**src/rtl/eth_rx_hdr_parser.sv**
```systemverilog
// Splits a RX_SHIFT16 Avalon-ST frame into an L2 header record and a word-aligned L3 payload stream.
// Define ETH_RX_HDR_VLAN_EN to enable single 802.1Q tag stripping.
module eth_rx_hdr_parser #(
    parameter int unsigned MAX_FRAME_WORDS = 384
) (
    input  logic        clk,
    input  logic        rst,
    input  logic [31:0] in_data,
    input  logic        in_valid,
    output logic        in_ready,
    input  logic        in_sop,
    input  logic        in_eop,
    input  logic [1:0]  in_empty,
    input  logic        in_error,
    output logic [47:0] hdr_dst_mac,
    output logic [47:0] hdr_src_mac,
    output logic [15:0] hdr_ethertype,
    output logic [15:0] hdr_vlan_tci,
    output logic        hdr_vlan_valid,
    output logic        hdr_valid,
    input  logic        hdr_ready,
    output logic [31:0] out_data,
    output logic        out_valid,
    input  logic        out_ready,
    output logic        out_sop,
    output logic        out_eop,
    output logic [1:0]  out_empty,
    output logic        out_error,
    output logic [15:0] stat_runt_cnt,
    output logic [15:0] stat_trunc_cnt
);
    localparam int unsigned CW = $clog2(MAX_FRAME_WORDS + 1);

    typedef enum logic [2:0] {
        S_IDLE,
        S_HDR1,
        S_HDR2,
        S_HDR3,
`ifdef ETH_RX_HDR_VLAN_EN
        S_VLAN,
`endif
        S_PAYLOAD,
        S_DROP
    } state_t;

    state_t      state_q, state_d;
    logic [CW-1:0] cnt_q, cnt_d;
    logic        first_q, first_d;
    logic [47:0] dst_stg_q, dst_stg_d;
    logic [31:0] src_stg_q, src_stg_d;
    logic [47:0] hdr_dst_q, hdr_dst_d;
    logic [47:0] hdr_src_q, hdr_src_d;
    logic [15:0] hdr_type_q, hdr_type_d;
    logic        hdr_valid_q, hdr_valid_d;
    logic [15:0] runt_q, runt_d;
    logic [15:0] trunc_q, trunc_d;
    logic        runt_inc, trunc_inc, trunc_now, hdr_gate;
`ifdef ETH_RX_HDR_VLAN_EN
    logic [15:0] src_lo_stg_q, src_lo_stg_d;
    logic [15:0] tci_q, tci_d;
    logic        vv_q, vv_d;
`endif

    always_comb begin
        state_d     = state_q;
        cnt_d       = cnt_q;
        first_d     = first_q;
        dst_stg_d   = dst_stg_q;
        src_stg_d   = src_stg_q;
        hdr_dst_d   = hdr_dst_q;
        hdr_src_d   = hdr_src_q;
        hdr_type_d  = hdr_type_q;
        hdr_valid_d = hdr_valid_q && !hdr_ready;
        runt_inc    = 1'b0;
        trunc_inc   = 1'b0;
        trunc_now   = 1'b0;
        hdr_gate    = 1'b0;
`ifdef ETH_RX_HDR_VLAN_EN
        src_lo_stg_d = src_lo_stg_q;
        tci_d        = tci_q;
        vv_d         = vv_q;
`endif
        in_ready  = 1'b1;
        out_valid = 1'b0;
        out_data  = '0;
        out_sop   = 1'b0;
        out_eop   = 1'b0;
        out_empty = '0;
        out_error = 1'b0;

        case (state_q)
            S_IDLE: begin
                if (in_valid && in_sop) begin
                    dst_stg_d[47:32] = in_data[15:0];
                    cnt_d = CW'(1);
                    if (in_eop) runt_inc = 1'b1;
                    else        state_d  = S_HDR1;
                end
            end
            S_PAYLOAD: begin
                in_ready  = out_ready;
                out_valid = in_valid;
                out_data  = in_data;
                out_sop   = first_q;
                out_eop   = in_eop;
                out_empty = in_empty;
                out_error = in_error;
                trunc_now = !in_eop && (cnt_q == CW'(MAX_FRAME_WORDS - 1));
                if (trunc_now) begin
                    out_eop   = 1'b1;
                    out_error = 1'b1;
                    out_empty = '0;
                end
                if (in_valid && out_ready) begin
                    first_d = 1'b0;
                    cnt_d   = cnt_q + CW'(1);
                    if (trunc_now) begin
                        trunc_inc = 1'b1;
                        state_d   = S_DROP;
                    end else if (in_eop) begin
                        state_d = S_IDLE;
                    end
                end
            end
            S_DROP: begin
                if (in_valid && in_eop) state_d = S_IDLE;
            end
            default: begin
                // Header states; the last one stalls while a previous record is still pending
                hdr_gate = (state_q == S_HDR3);
`ifdef ETH_RX_HDR_VLAN_EN
                hdr_gate = hdr_gate || (state_q == S_VLAN);
`endif
                if (hdr_gate) in_ready = !hdr_valid_q;
                if (in_valid && in_ready) begin
                    if (in_sop) begin
                        runt_inc = 1'b1;
                        dst_stg_d[47:32] = in_data[15:0];
                        cnt_d   = CW'(1);
                        state_d = in_eop ? S_IDLE : S_HDR1;
                    end else if (in_eop) begin
                        runt_inc = 1'b1;
                        state_d  = S_IDLE;
                    end else begin
                        cnt_d = cnt_q + CW'(1);
                        if (state_q == S_HDR1) begin
                            dst_stg_d[31:0] = in_data;
                            state_d = S_HDR2;
                        end else if (state_q == S_HDR2) begin
                            src_stg_d = in_data;
                            state_d = S_HDR3;
`ifdef ETH_RX_HDR_VLAN_EN
                        end else if (state_q == S_HDR3 && in_data[15:0] == 16'h8100) begin
                            src_lo_stg_d = in_data[31:16];
                            state_d = S_VLAN;
                        end else if (state_q == S_VLAN) begin
                            hdr_dst_d   = dst_stg_q;
                            hdr_src_d   = {src_stg_q, src_lo_stg_q};
                            hdr_type_d  = in_data[15:0];
                            tci_d       = in_data[31:16];
                            vv_d        = 1'b1;
                            hdr_valid_d = 1'b1;
                            first_d     = 1'b1;
                            state_d     = S_PAYLOAD;
`endif
                        end else begin
                            hdr_dst_d   = dst_stg_q;
                            hdr_src_d   = {src_stg_q, in_data[31:16]};
                            hdr_type_d  = in_data[15:0];
`ifdef ETH_RX_HDR_VLAN_EN
                            tci_d       = '0;
                            vv_d        = 1'b0;
`endif
                            hdr_valid_d = 1'b1;
                            first_d     = 1'b1;
                            state_d     = S_PAYLOAD;
                        end
                    end
                end
            end
        endcase

        runt_d  = (runt_inc && runt_q != '1) ? runt_q + 16'd1 : runt_q;
        trunc_d = (trunc_inc && trunc_q != '1) ? trunc_q + 16'd1 : trunc_q;
    end

    always_ff @(posedge clk) begin
        if (rst) begin
            state_q     <= S_IDLE;
            cnt_q       <= '0;
            first_q     <= 1'b0;
            dst_stg_q   <= '0;
            src_stg_q   <= '0;
            hdr_dst_q   <= '0;
            hdr_src_q   <= '0;
            hdr_type_q  <= '0;
            hdr_valid_q <= 1'b0;
            runt_q      <= '0;
            trunc_q     <= '0;
`ifdef ETH_RX_HDR_VLAN_EN
            src_lo_stg_q <= '0;
            tci_q        <= '0;
            vv_q         <= 1'b0;
`endif
        end else begin
            state_q     <= state_d;
            cnt_q       <= cnt_d;
            first_q     <= first_d;
            dst_stg_q   <= dst_stg_d;
            src_stg_q   <= src_stg_d;
            hdr_dst_q   <= hdr_dst_d;
            hdr_src_q   <= hdr_src_d;
            hdr_type_q  <= hdr_type_d;
            hdr_valid_q <= hdr_valid_d;
            runt_q      <= runt_d;
            trunc_q     <= trunc_d;
`ifdef ETH_RX_HDR_VLAN_EN
            src_lo_stg_q <= src_lo_stg_d;
            tci_q        <= tci_d;
            vv_q         <= vv_d;
`endif
        end
    end

    assign hdr_dst_mac    = hdr_dst_q;
    assign hdr_src_mac    = hdr_src_q;
    assign hdr_ethertype  = hdr_type_q;
    assign hdr_valid      = hdr_valid_q;
    assign stat_runt_cnt  = runt_q;
    assign stat_trunc_cnt = trunc_q;
`ifdef ETH_RX_HDR_VLAN_EN
    assign hdr_vlan_tci   = tci_q;
    assign hdr_vlan_valid = vv_q;
`else
    assign hdr_vlan_tci   = '0;
    assign hdr_vlan_valid = 1'b0;
`endif

endmodule

```
**config.mk**
```make
export PLATFORM = sky130hd
export DESIGN_NAME = eth_rx_hdr_parser
export DESIGN_NICKNAME = d
export VERILOG_FILES = /design/src/rtl/eth_rx_hdr_parser.sv
export SDC_FILE = /design/constraint.sdc
export NUM_CORES = 1
export LEC_CHECK = 0
export ABC_AREA = 1
export CAP_MARGIN = 20
export CORE_MARGIN = 2
export CORE_UTILIZATION = 49
export CTS_CLUSTER_SIZE = 16
export DETAILED_ROUTE_END_ITERATION = 8
export PLACE_DENSITY = 0.76
export SETUP_SLACK_MARGIN = 0.05
export SLEW_MARGIN = 10
export SYNTH_ARGS = -nofsm -noshare
export SYNTH_HDL_FRONTEND = slang
export SYNTH_SLANG_ARGS = --single-unit
```
**constraint.sdc**
```tcl
create_clock -name clk -period 2 [get_ports clk]
set_input_delay 0.2 -clock clk [delete_from_list [all_inputs] [get_ports clk]]
set_output_delay 0.2 -clock clk [all_outputs]
set_load 0.01 [all_outputs]
```
======== Yosys cells after proc, flatten, opt, wreduce, memory -nomap -nowiden ========
Index checks and enable logic that the tools add are counted.
word-level totals
  bits in registers ....................... 238
  input port bits ......................... 42
  word-level logic and storage cells ...... 127
cells by class
  add/sub/neg operators ................... 3
  equal/unequal tests ..................... 18
  mux-type cells .......................... 59
  bitwise logic cells ..................... 8
  reduce and logical (&&, ||, !) cells .... 27
operator list
  cell                   count
  $mux 32                4
  $mux 48                1
  $mux 9                 5
  $mux 3                 11
  $add 16x1->16 const B  2
  $mux 16                2
  $ne 16x16->1 const B   2
  $pmux 16 s2            1
  $mux 1                 28
  $pmux 9 s3             1
  $reduce_and 6->1       3
  $reduce_and 5->1       2
  $add 9x1->9 const B    1
  $eq 9x9->1 const B     1
  $pmux 3 s3             1
  $logic_and 1x1->1      8
  $ne 2x1->1 const B     4
  $ne 2x2->1 const B     4
  $not 1->1              8
  $reduce_and 7->1       1
  $eq 3x2->1 const B     2
  $eq 3x3->1 const B     2
  $pmux 1 s2             3
  $reduce_bool 2->1      3
  other kinds (11)       15

======== Depth between registers and ports, before layout ========
Gate-level depths: netlist of run 1.
  word-level depth ........................ 8
  depth in mapped cells ................... 10
  gate-level depth less buffers ........... 10

======== Worst setup path before layout of run 1 ========
OpenSTA, ideal clock, no wires.
  kind .................................... flip-flop to flip-flop
  start point ............................. register runt_q[0], in the netlist stat_runt_cnt[0]
  end point ............................... register runt_q[1], in the netlist stat_runt_cnt[1]
  setup time .............................. 116 ps
  data arrival time ....................... 1672 ps
  path slack .............................. 212 ps
  stages on the path, launching flop included .. 10
  period minus slack after synthesis ...... 1788 ps
  path through ............................ dfxtp_1 > ha_1 > nand2_2 > nor3b_4 > nand4_4 > nand2_4 > inv_1 > buf_4 > nor2_1 > nor2_1
on the way
  word-level cells in the longest chain between the ends .. 2
  elaborated cells between the ends (all ways) .. 3
  classes of those cells .................. 1 x add/sub; 1 x eq/ne; 1 x reduce/logical
RTL lines
  element                                                RTL line  source
  start, declared                                        55        logic [15:0] runt_q, runt_d;
  start signal, assigned                                 215       runt_q <= runt_d;
  branches (longest 2 deep; another with $add 16x1->16)  -
Several ways; the timed one is not identified.
A chain may end at the register's enable or synchronous reset.

======== Worst setup path in the final report of run 1 ========
  start point ............................. register cnt_q[1]
  end point ............................... output out_error
on the way
  word-level cells in the longest chain between the ends .. 4
RTL lines
  element                 RTL line  source
  start, declared         47        logic [CW-1:0] cnt_q, cnt_d;
  start signal, assigned  207       cnt_q <= cnt_d;
  $eq 9x9->1              108       trunc_now = !in_eop && (cnt_q == CW'(MAX_FRAME_WORDS - 1));
  $logic_and 1x1->1       108
  $mux 1                  109       if (trunc_now) begin
  $mux 1                  91        case (state_q)
  end, declared           28        output logic out_error,
Every way passes these cells.

==> flow_summary.toml, run 1 <==
[status]
outcome = "finished, final reports clean"

[worst_setup_path]
critical_path.startpoint_type = "flip-flop"
timing.critical_path.to_type = "output port"
largest_fanout_on_the_critical_path = 2
worst_path_max_delay_cell = "dfxtp_2"
cp_data_required_time_ns = 1.80
timing.setup.critical_path_class = "flip-flop to output port"
path_cells = "ha_4 -> nand2_4 -> nor2_4 -> nand4_4 -> or2_4 -> nand2_2 -> buf_6"
cp_data_arrival_time_ns = 1.75
critical_path.max_stage_delay_ns = 0.35

[sta]
final.min_clock_period_ns = 1.95
slew_viol_final = 0
max_slew_headroom_pct = 51.7
period_share_pct = 97.3
hold_ws_ns = 0.134
worstMarginPinSlew_ns = 0.724
final_hold_fails = 0
max_frequency_mhz = 514
grt_setup_unrepaired = "yes"
final.setup_skew_ns = 0.0108
finalSetupViolations = 0
tns_ns = 0

[layout]
syn2layout_area_growth_pct = 38.8
n_antenna_cell = 0
nets = 1643
stdcell_area_um2 = 13700
finalCoreUtilization_pct = 69.7
layout_commonest_cell = "nor2_1"
most-common-layout-cells = "nor2_1 (262), dfxtp_1 (235), clkdlybuf4s50_1 (185), nand2_1 (182), o21ai_0 (173)"
drive_above_1_share_pct = 13.5

[routing]
drt_first_iter_violations = 635
detailroute.via_count = 9818
drc_errors = 0
detail_route.first_pass.iterations = 5
route.detailed.wl_per_inst_um = 15.3
via_per_inst = 5.22
route.final.wire_length_um = 28800
antenna_left = 0

[place]
placer_s_final_routability_congestion_estimate = 0.930
port-buffer-count = 225
placed_area_um2 = 12700
hpwl_um = 19400

[run]
cap_viol_max_count = 0

[logic_synthesis]
netlist_instances = 1334
synth-edff-count = 0
seq_area_frac_synth_pct = 48.4
synth.lib_cells_used.distinct = 31
synth_area_per_cell_um2 = 7.37
yosys-top-cells-area = "dfxtp_1 (48%), nor2_1 (10%), o21ai_0 (8.9%)"
syn-cell-area_um2 = 9840
ys_dominant_reg_cell = "dfxtp_1"
synth_largest_type_area_fraction_pct = 48.4
yosys_warnings = 0
synth_top_area_cell = "dfxtp_1"
fraction_of_registers_with_async_set_reset_pct = 0
yosys_register_bits = 238

[global_routing]
overflow = 0
grt_start_max_net_pins = 64
vias_in_the_first_global_route = 8982
antenna_violations_before_repair = 0
first_pass_grt_wire_length_um = 45900
track_usage_pct = 25.6

[floorplan]
initial_utilization_pct = 50.2
core.rowCount = 51
die_w_um = 146
design.die.area_um2 = 21200
fp.coreArea_um2 = 19600
top_level_ports = 243
chipHeight_um = 146

[clock_network]
numClockSinks = 238
cts_htree_levels = 1
root_buffer = "clkbuf_16"
clk_transition_reported_paths_ns = 0.06
tritoncts = "yes"
cts-root-to-sink-buffers = 3
number_of_buffers_added_by_the_clock_tree_synthesis_step = 25
worst_skew_pair.late_latency_ns = 0.53

[power_and_ir_drop]
power_density_nw_per_um2 = 895
ir_worst_vdd_v = 0.000796
cellLeakagePower_nw = 5.69
design_power_total_mw = 12.2

[min_path]
hold_path.class = "input port to flip-flop"
## through the flow
stage	instances	worst slack [ns]
4_1_cts	1874	-0.0163
2_1_floorplan	1350	0.212
3_3_place_gp	1818	0.00936
3_5_place_dp	1818	-0.0177
5_1_grt	1881	-0.0143
6_report	1881	0.0549
## what timing repair did
item,in CTS,in global routing
pin swaps,5,8
resized for setup,115,44
gates cloned,0,2
setup buffers,12,6
endpoints found under the setup margin,39,45
hold buffers,0,0
## power by group
group / switching [mW] / leakage, nW / internal [mW]
combinational: 1.51 / 3.36 / 0.993
clock: 1.96 / 0.414 / 2.74
sequential: 0.0949 / 1.92 / 4.92
## state kept, by name, indices dropped and copies added (netlist names)
name            count
hdr_src_mac        48
cnt_q               9
first_q             1
state_q             3
hdr_valid           1
hdr_ethertype      16
dst_stg_q          48
stat_runt_cnt      16
hdr_dst_mac        48
stat_trunc_cnt     16
src_stg_q          32
## final timing paths
kind / depth (start not counted) / from / endpoint / slack, ns
setup / recovery: 7 / cnt_q[1] / out_error / 0.05
hold / removal: 4 / rst / cnt_q[0] / 0.13
setup reg to reg: 8 / state_q[1] / hdr_dst_mac[6] / 0.20
hold reg to reg: 2 / dst_stg_q[5] / dst_stg_q[5] / 0.45
## Yosys cell counts, types with 2 or more instances
library cell	count
buf_1	3
nand2_1	185
nor2_4	4
a21oi_1	143
nor2_2	3
xnor2_1	9
nor2_1	268
buf_2	22
dfxtp_1	238
buf_6	4
o21ai_0	175
nand4_1	20
nand4_4	2
nand2_2	3
buf_4	24
inv_1	93
clkbuf_1	40
nand4_2	2
inv_2	8
nor3_1	5
nand3_1	60
ha_1	3
nand3b_1	2
xor2_1	11
## final cells by class
type | instances | area [µm²]
fillers | 1622 | 5940
flip-flops and latches | 238 | 4770
multi-input cells | 918 | 4350
repair buffers | 314 | 2970
clock buffers | 31 | 688
inverters | 101 | 384
well taps | 265 | 332
clock inverters | 14 | 155
## layer usage
metal  wire length, µm  up-vias  track usage, %
met5                 0        -               0
met4               663        0            6.67
met3              1780       54            4.08
met2             13700      359            42.8
met1             12700     4573            34.7
li1                  -     4832               -
## logic make-up after synthesis
family / count (synthesis) / synth area share (%)
compound gates: 319 / 16.3
xor+xnor: 20 / 1.78
fa+ha+maj: 3 / 0.382
buf+inv: 194 / 8.90
flops: 238 / 48.4
other cells: 1 / 0.0381
simple gates: 559 / 24.2
## critical path: cells and delay by family, from the launching register on
| family | cells | cell delay [ns] |
|---|---|---|
| adder cells (fa/ha/maj) | 1 | 0.15 |
| buffers and inverters | 1 | 0.09 |
| flip-flops | 1 | 0.35 |
| AND/OR/NAND/NOR | 5 | 0.62 |
(Power assumes the default switching activity.)
==> run 2, diff against run 1 <==
--- a/config.mk
+++ b/config.mk
@@ -8,9 +8,10 @@
 export ABC_AREA = 1
 export CAP_MARGIN = 20
 export CORE_MARGIN = 2
-export CORE_UTILIZATION = 49
+export CORE_UTILIZATION = 63
 export CTS_CLUSTER_SIZE = 16
 export DETAILED_ROUTE_END_ITERATION = 8
+export DONT_BUFFER_PORTS = 1
 export PLACE_DENSITY = 0.76
 export SETUP_SLACK_MARGIN = 0.05
 export SLEW_MARGIN = 10
==> run 2 against run 1 <==
Net effect:
- sequential power grew 2%
- combinational power shrank 26%
- maximum frequency rose by 2.3%
- utilization rose by 4.9 points
- clock power decreased by 6.4%
- clock skew rose by 0.0010 ns
- final cell count decreased by 16%
- routed wire length is 13% lower
- final area down 17%
- global-route usage grew 3.7 points
- largest cell class unchanged
- largest power group unchanged
==> flow_summary.toml, run 2 (same netlist as run 1, synthesis figures left out) <==
[global_routing]
first_pass_grt_wire_length_um = 40300
track_usage_pct = 29.3
grt_start_max_net_pins = 95
antenna_violations_before_repair = 1
overflow = 0
vias_in_the_first_global_route = 7974

[routing]
antenna_left = 0
detail_route.first_pass.iterations = 5
drc_errors = 0
detailroute.via_count = 8776
via_per_inst = 5.59
route.final.wire_length_um = 25000
route.detailed.wl_per_inst_um = 15.9
drt_first_iter_violations = 682

[sta]
tns_ns = 0
max_slew_headroom_pct = 64.6
final_hold_fails = 0
period_share_pct = 95.1
slew_viol_final = 0
final.setup_skew_ns = 0.0118
worstMarginPinSlew_ns = 0.530
final.min_clock_period_ns = 1.90
grt_setup_unrepaired = "yes"
max_frequency_mhz = 526
finalSetupViolations = 0

[floorplan]
initial_utilization_pct = 64.7
chipHeight_um = 129
core.rowCount = 45
die_w_um = 129
top_level_ports = 243
design.die.area_um2 = 16600
fp.coreArea_um2 = 15200

[worst_setup_path]
cp_data_required_time_ns = 1.80
worstReg2RegEnd = "stat_runt_cnt[11]"
critical_path.startpoint_type = "flip-flop"
critical_path.max_stage_delay_ns = 0.37
r2r_start = "stat_runt_cnt[0]"
timing.reg2reg.setup_slack_ns = 0.22
timing.critical_path.to_type = "output port"
r2r_cells = 8
timing.setup.critical_path_class = "flip-flop to output port"
largest_fanout_on_the_critical_path = 3
cp_data_arrival_time_ns = 1.70
path_cells = "ha_4 -> nand2_4 -> nor2_4 -> buf_6 -> nand3_2 -> a21oi_2 -> buf_4"
worst_path_max_delay_cell = "dfxtp_4"

[layout]
fillcell_total = 1196
drive_above_1_share_pct = 9.19
syn2layout_area_growth_pct = 15.2
layout_commonest_cell = "nor2_1"
multi_input_comb_area_um2 = 4320
nets = 1412
most-common-layout-cells = "nor2_1 (265), dfxtp_1 (234), nand2_1 (182), o21ai_0 (175), a21oi_1 (142)"
storage_element_area_um2 = 4770

[place]
placer_s_final_routability_congestion_estimate = 0.926
hpwl_um = 15900
port-buffer-count = 0

[clock_network]
numClockSinks = 238
number_of_buffers_added_by_the_clock_tree_synthesis_step = 25
clk_transition_reported_paths_ns = 0.06
cts_htree_levels = 1
cts-root-to-sink-buffers = 3
worst_skew_pair.late_latency_ns = 0.52
tritoncts = "yes"
root_buffer = "clkbuf_16"

[min_path]
hold_path_depth = 3
hold-path-endpoint = "stat_runt_cnt[0]"
min-delay-start = "rst"
hold_path.class = "input port to flip-flop"

[power_and_ir_drop]
power_density_nw_per_um2 = 1000
ir_worst_vdd_v = 0.000761
design_power_total_mw = 11.3
cellLeakagePower_nw = 4.77

[run]
cap_viol_max_count = 0

[status]
outcome = "finished, final reports clean"
[run 2: cell count changes in the layout (fill, tap and decap cells not counted), sizes merged]
cell           change
clkbuf            -21
clkdlybuf4s50    -185
diode              +1
buf               -50
inv                -1
dlygate4sd3       +34
clkdlybuf4s15      -6
clkinv             -2
bufinv             -1
clkinvlp           -2
[run 2: repair_timing]
action,CTS,global route
hold buffers,35,0
setup buffers,4,2
hold endpoints to repair,147,0
resized for setup,18,7
pin swaps,4,5
endpoints found under the setup margin,37,38
[run 2: how the worst max path moves through the flow]
stage / start / to / slack (ns)
floorplan: stat_runt_cnt[0] / stat_runt_cnt[1] / 0.21
global placement: cnt_q[1] / stat_trunc_cnt[10] / 0.24
detailed placement: stat_runt_cnt[0] / stat_runt_cnt[11] / 0.17
CTS: state_q[1] / out_data[1] / 0.05
global route: cnt_q[1] / out_eop / 0.02
finish: cnt_q[1] / out_eop / 0.1
[run 2: layer usage]
metal  up-vias  routed length (µm)  GRT usage, %
li1       4364                   -             -
met1      4056               10800          39.3
met2       312               11600          47.5
met3        44                2150          7.94
met4         0                 493          6.84
met5         -                   0             0
[run 2: power breakdown]
group	total (mW)	switching (mW)	internal, mW
clock	4.40	1.85	2.55
sequential	5.09	0.166	4.92
combinational	1.85	1.27	0.579
[run 2: area by class of cell]
cell class	instances	share of cell area [%]
Sequential cell	238	42.1
Clock inverter	8	0.740
Antenna cell	1	0.0221
Inverter	101	3.39
Tap cell	188	2.08
Timing Repair Buffer	83	7.45
Clock buffer	34	6.08
Multi-Input combinational cell	918	38.1
[run 2: per-stage QoR]
step | hold WS (ns) | setup WS (ns) | area [µm²] | std cells | util (%)
after floorplan | 0.344 | 0.212 | 9900 | 1350 | -
after global placement | 0.275 | 0.238 | 10100 | 1487 | 66.2
after detailed placement | 0.277 | 0.174 | 10100 | 1487 | 66.2
after CTS | 0.0239 | 0.0475 | 11300 | 1568 | 74.3
after global routing | 0.0469 | 0.0244 | 11300 | 1571 | 74.5
final | 0.0285 | 0.0983 | 11300 | 1571 | 74.5
[run 2: critical path, delay by kind of cell (launching register included)]
kind	cells	cell delay (ns)
flops	1	0.37
fa+ha+maj	1	0.15
buf+inv	2	0.26
compound gates	1	0.13
simple gates	3	0.29
==> run 3, diff against run 2 <==
--- a/config.mk
+++ b/config.mk
@@ -9,6 +9,7 @@
 export CAP_MARGIN = 20
 export CORE_MARGIN = 2
 export CORE_UTILIZATION = 63
+export CTS_CLUSTER_DIAMETER = 40
 export CTS_CLUSTER_SIZE = 16
 export DETAILED_ROUTE_END_ITERATION = 8
 export DONT_BUFFER_PORTS = 1
==> run 3 against run 2 <==
Net effect:
- utilization increased by 2.0 points
- register-to-register slack hardly changed
- via count is 1.2% higher
- maximum frequency rose by 0.40%
- first-iteration DRC count shrank 1.8%
- critical path depth did not move
- global-route usage is 0.72 points higher
- sequential power barely moved
- die area stayed put
- worst setup slack better by 0.0076 ns
- power rose by 13%
- critical endpoint unchanged
- largest cell class unchanged
==> flow_summary.toml, run 3 (same netlist as run 1, synthesis figures left out) <==
[layout]
syn2layout_area_growth_pct = 18.3
finalCoreUtilization_pct = 76.6
final_cells = 1588
nets = 1420
most-common-layout-cells = "nor2_1 (266), dfxtp_1 (234), nand2_1 (184), o21ai_0 (175), a21oi_1 (142)"
drive_above_1_share_pct = 10.2
layout_commonest_cell = "nor2_1"

[worst_setup_path]
largest_fanout_on_the_critical_path = 3
timing.setup.critical_path_class = "flip-flop to output port"
path_cells = "ha_4 -> nand2_2 -> nor2_4 -> buf_6 -> nand3_1 -> a21oi_2 -> buf_4"
critical_path.max_stage_delay_ns = 0.36
cp_data_arrival_time_ns = 1.69
cp_data_required_time_ns = 1.80
timing.critical_path.to_type = "output port"
cell_family_contributing_the_most_delay_on_the_critical_path = "flip-flops"
critical_path.startpoint_type = "flip-flop"
cp.buffers_inverters = 2
worst_path_max_delay_cell = "dfxtp_4"

[sta]
final_hold_fails = 0
max_slew_headroom_pct = 64.2
slew_viol_final = 0
worstMarginPinSlew_ns = 0.536
final.setup_skew_ns = 0.0150
tns_ns = 0
final.min_clock_period_ns = 1.89
hold_ws_ns = 0.0210
max_frequency_mhz = 528
finalSetupViolations = 0
grt_setup_unrepaired = "yes"
period_share_pct = 94.7

[routing]
via_per_inst = 5.60
detailroute.via_count = 8885
route.final.wire_length_um = 25500
drc_errors = 0
antenna_left = 0
detail_route.first_pass.iterations = 5
route.detailed.wl_per_inst_um = 16.1
drt_first_iter_violations = 670

[floorplan]
core.rowCount = 45
initial_utilization_pct = 64.7
chipHeight_um = 129
die_w_um = 129
fp.coreArea_um2 = 15200
design.die.area_um2 = 16600
top_level_ports = 243

[power_and_ir_drop]
net-switching-power_mw = 3.65
internal_power_contribution_mw = 9.14
swShare_pct = 28.5
ir_worst_vdd_v = 0.000740
power_density_nw_per_um2 = 1100
power.share.combinational_pct = 14.3
design_power_total_mw = 12.8
p_clk_share_pct = 45.8
seq_power_share_pct = 39.9
cellLeakagePower_nw = 4.91

[global_routing]
track_usage_pct = 30.0
grt_start_max_net_pins = 95
vias_in_the_first_global_route = 8130
overflow = 0
first_pass_grt_wire_length_um = 40700
antenna_violations_before_repair = 1

[clock_network]
number_of_buffers_added_by_the_clock_tree_synthesis_step = 35
tritoncts = "yes"
cts-root-to-sink-buffers = 3
clk_transition_reported_paths_ns = 0.05
numClockSinks = 238
cts_htree_levels = 2
root_buffer = "clkbuf_16"
worst_skew_pair.late_latency_ns = 0.50

[min_path]
hold_path.class = "input port to flip-flop"

[place]
numPlacedInstances = 1487
port-buffer-count = 0
placer_s_final_routability_congestion_estimate = 0.926
hpwl_um = 15900

[run]
cap_viol_max_count = 0

[status]
outcome = "finished, final reports clean"
-- run 3: path summary, 6_finish.rpt --
kind | start | endpoint | slack (ns) | cells past startpoint
setup / recovery | cnt_q[1] | out_eop | 0.11 | 7
hold / removal | in_eop | first_q | 0.02 | 4
hold reg to reg | dst_stg_q[18] | dst_stg_q[18] | 0.45 | 2
setup reg to reg | stat_runt_cnt[0] | stat_runt_cnt[11] | 0.22 | 8
-- run 3: worst reg2reg max path, delay by kind of cell, from the launching register on --
kind | cells | cell delay (ns)
AOI/OAI and AO/OA | 1 | 0.15
adders and majority gates | 1 | 0.25
DFF | 1 | 0.34
buffers and inverters | 1 | 0.21
and+or+nand+nor | 5 | 0.77
-- run 3: layer usage --
| metal | GRT usage (%) | routed length [µm] | up-vias |
|---|---|---|---|
| met4 | 9.21 | 630 | 0 |
| li1 | - | - | 4397 |
| met3 | 9.98 | 2480 | 50 |
| met2 | 48.4 | 11700 | 353 |
| met1 | 38.4 | 10700 | 4085 |
| met5 | 0 | 0 | - |
-- run 3: layout make-up --
cell class,count,area (µm²)
fillers,1124,3560
inverters,101,384
multi-input cells,918,4290
repair buffers,81,827
flip-flops and latches,238,4770
well taps,188,235
clock buffers,43,936
diodes,1,2.50
clock inverters,18,191
-- run 3: power by group through the flow --
stage | registers [mW] | logic [mW] | clock network, mW
5_1_grt | 5.11 | 2.03 | 6.14
4_1_cts | 5.09 | 1.79 | 5.93
2_1_floorplan | 5.15 | 1.26 | 0
3_3_place_gp | 5.17 | 1.61 | 0
3_5_place_dp | 5.17 | 1.62 | 0
6_report | 5.10 | 1.83 | 5.86
-- run 3: per-stage QoR --
| step | worst slack (ns) | area, µm² |
|---|---|---|
| floorplan | 0.212 | 9900 |
| global placement | 0.238 | 10100 |
| detailed placement | 0.174 | 10100 |
| CTS | 0.0594 | 11600 |
| global route | 0.0104 | 11600 |
| finish | 0.106 | 11600 |
-- run 3: what timing repair did --
item / 4_1_cts / 5_1_grt
hold endpoints to repair: 147 / 0
endpoints found under the setup margin: 36 / 36
hold buffers: 34 / 0
gates resized for setup: 13 / 5
pin swaps: 3 / 4
buffers inserted: 4 / 1
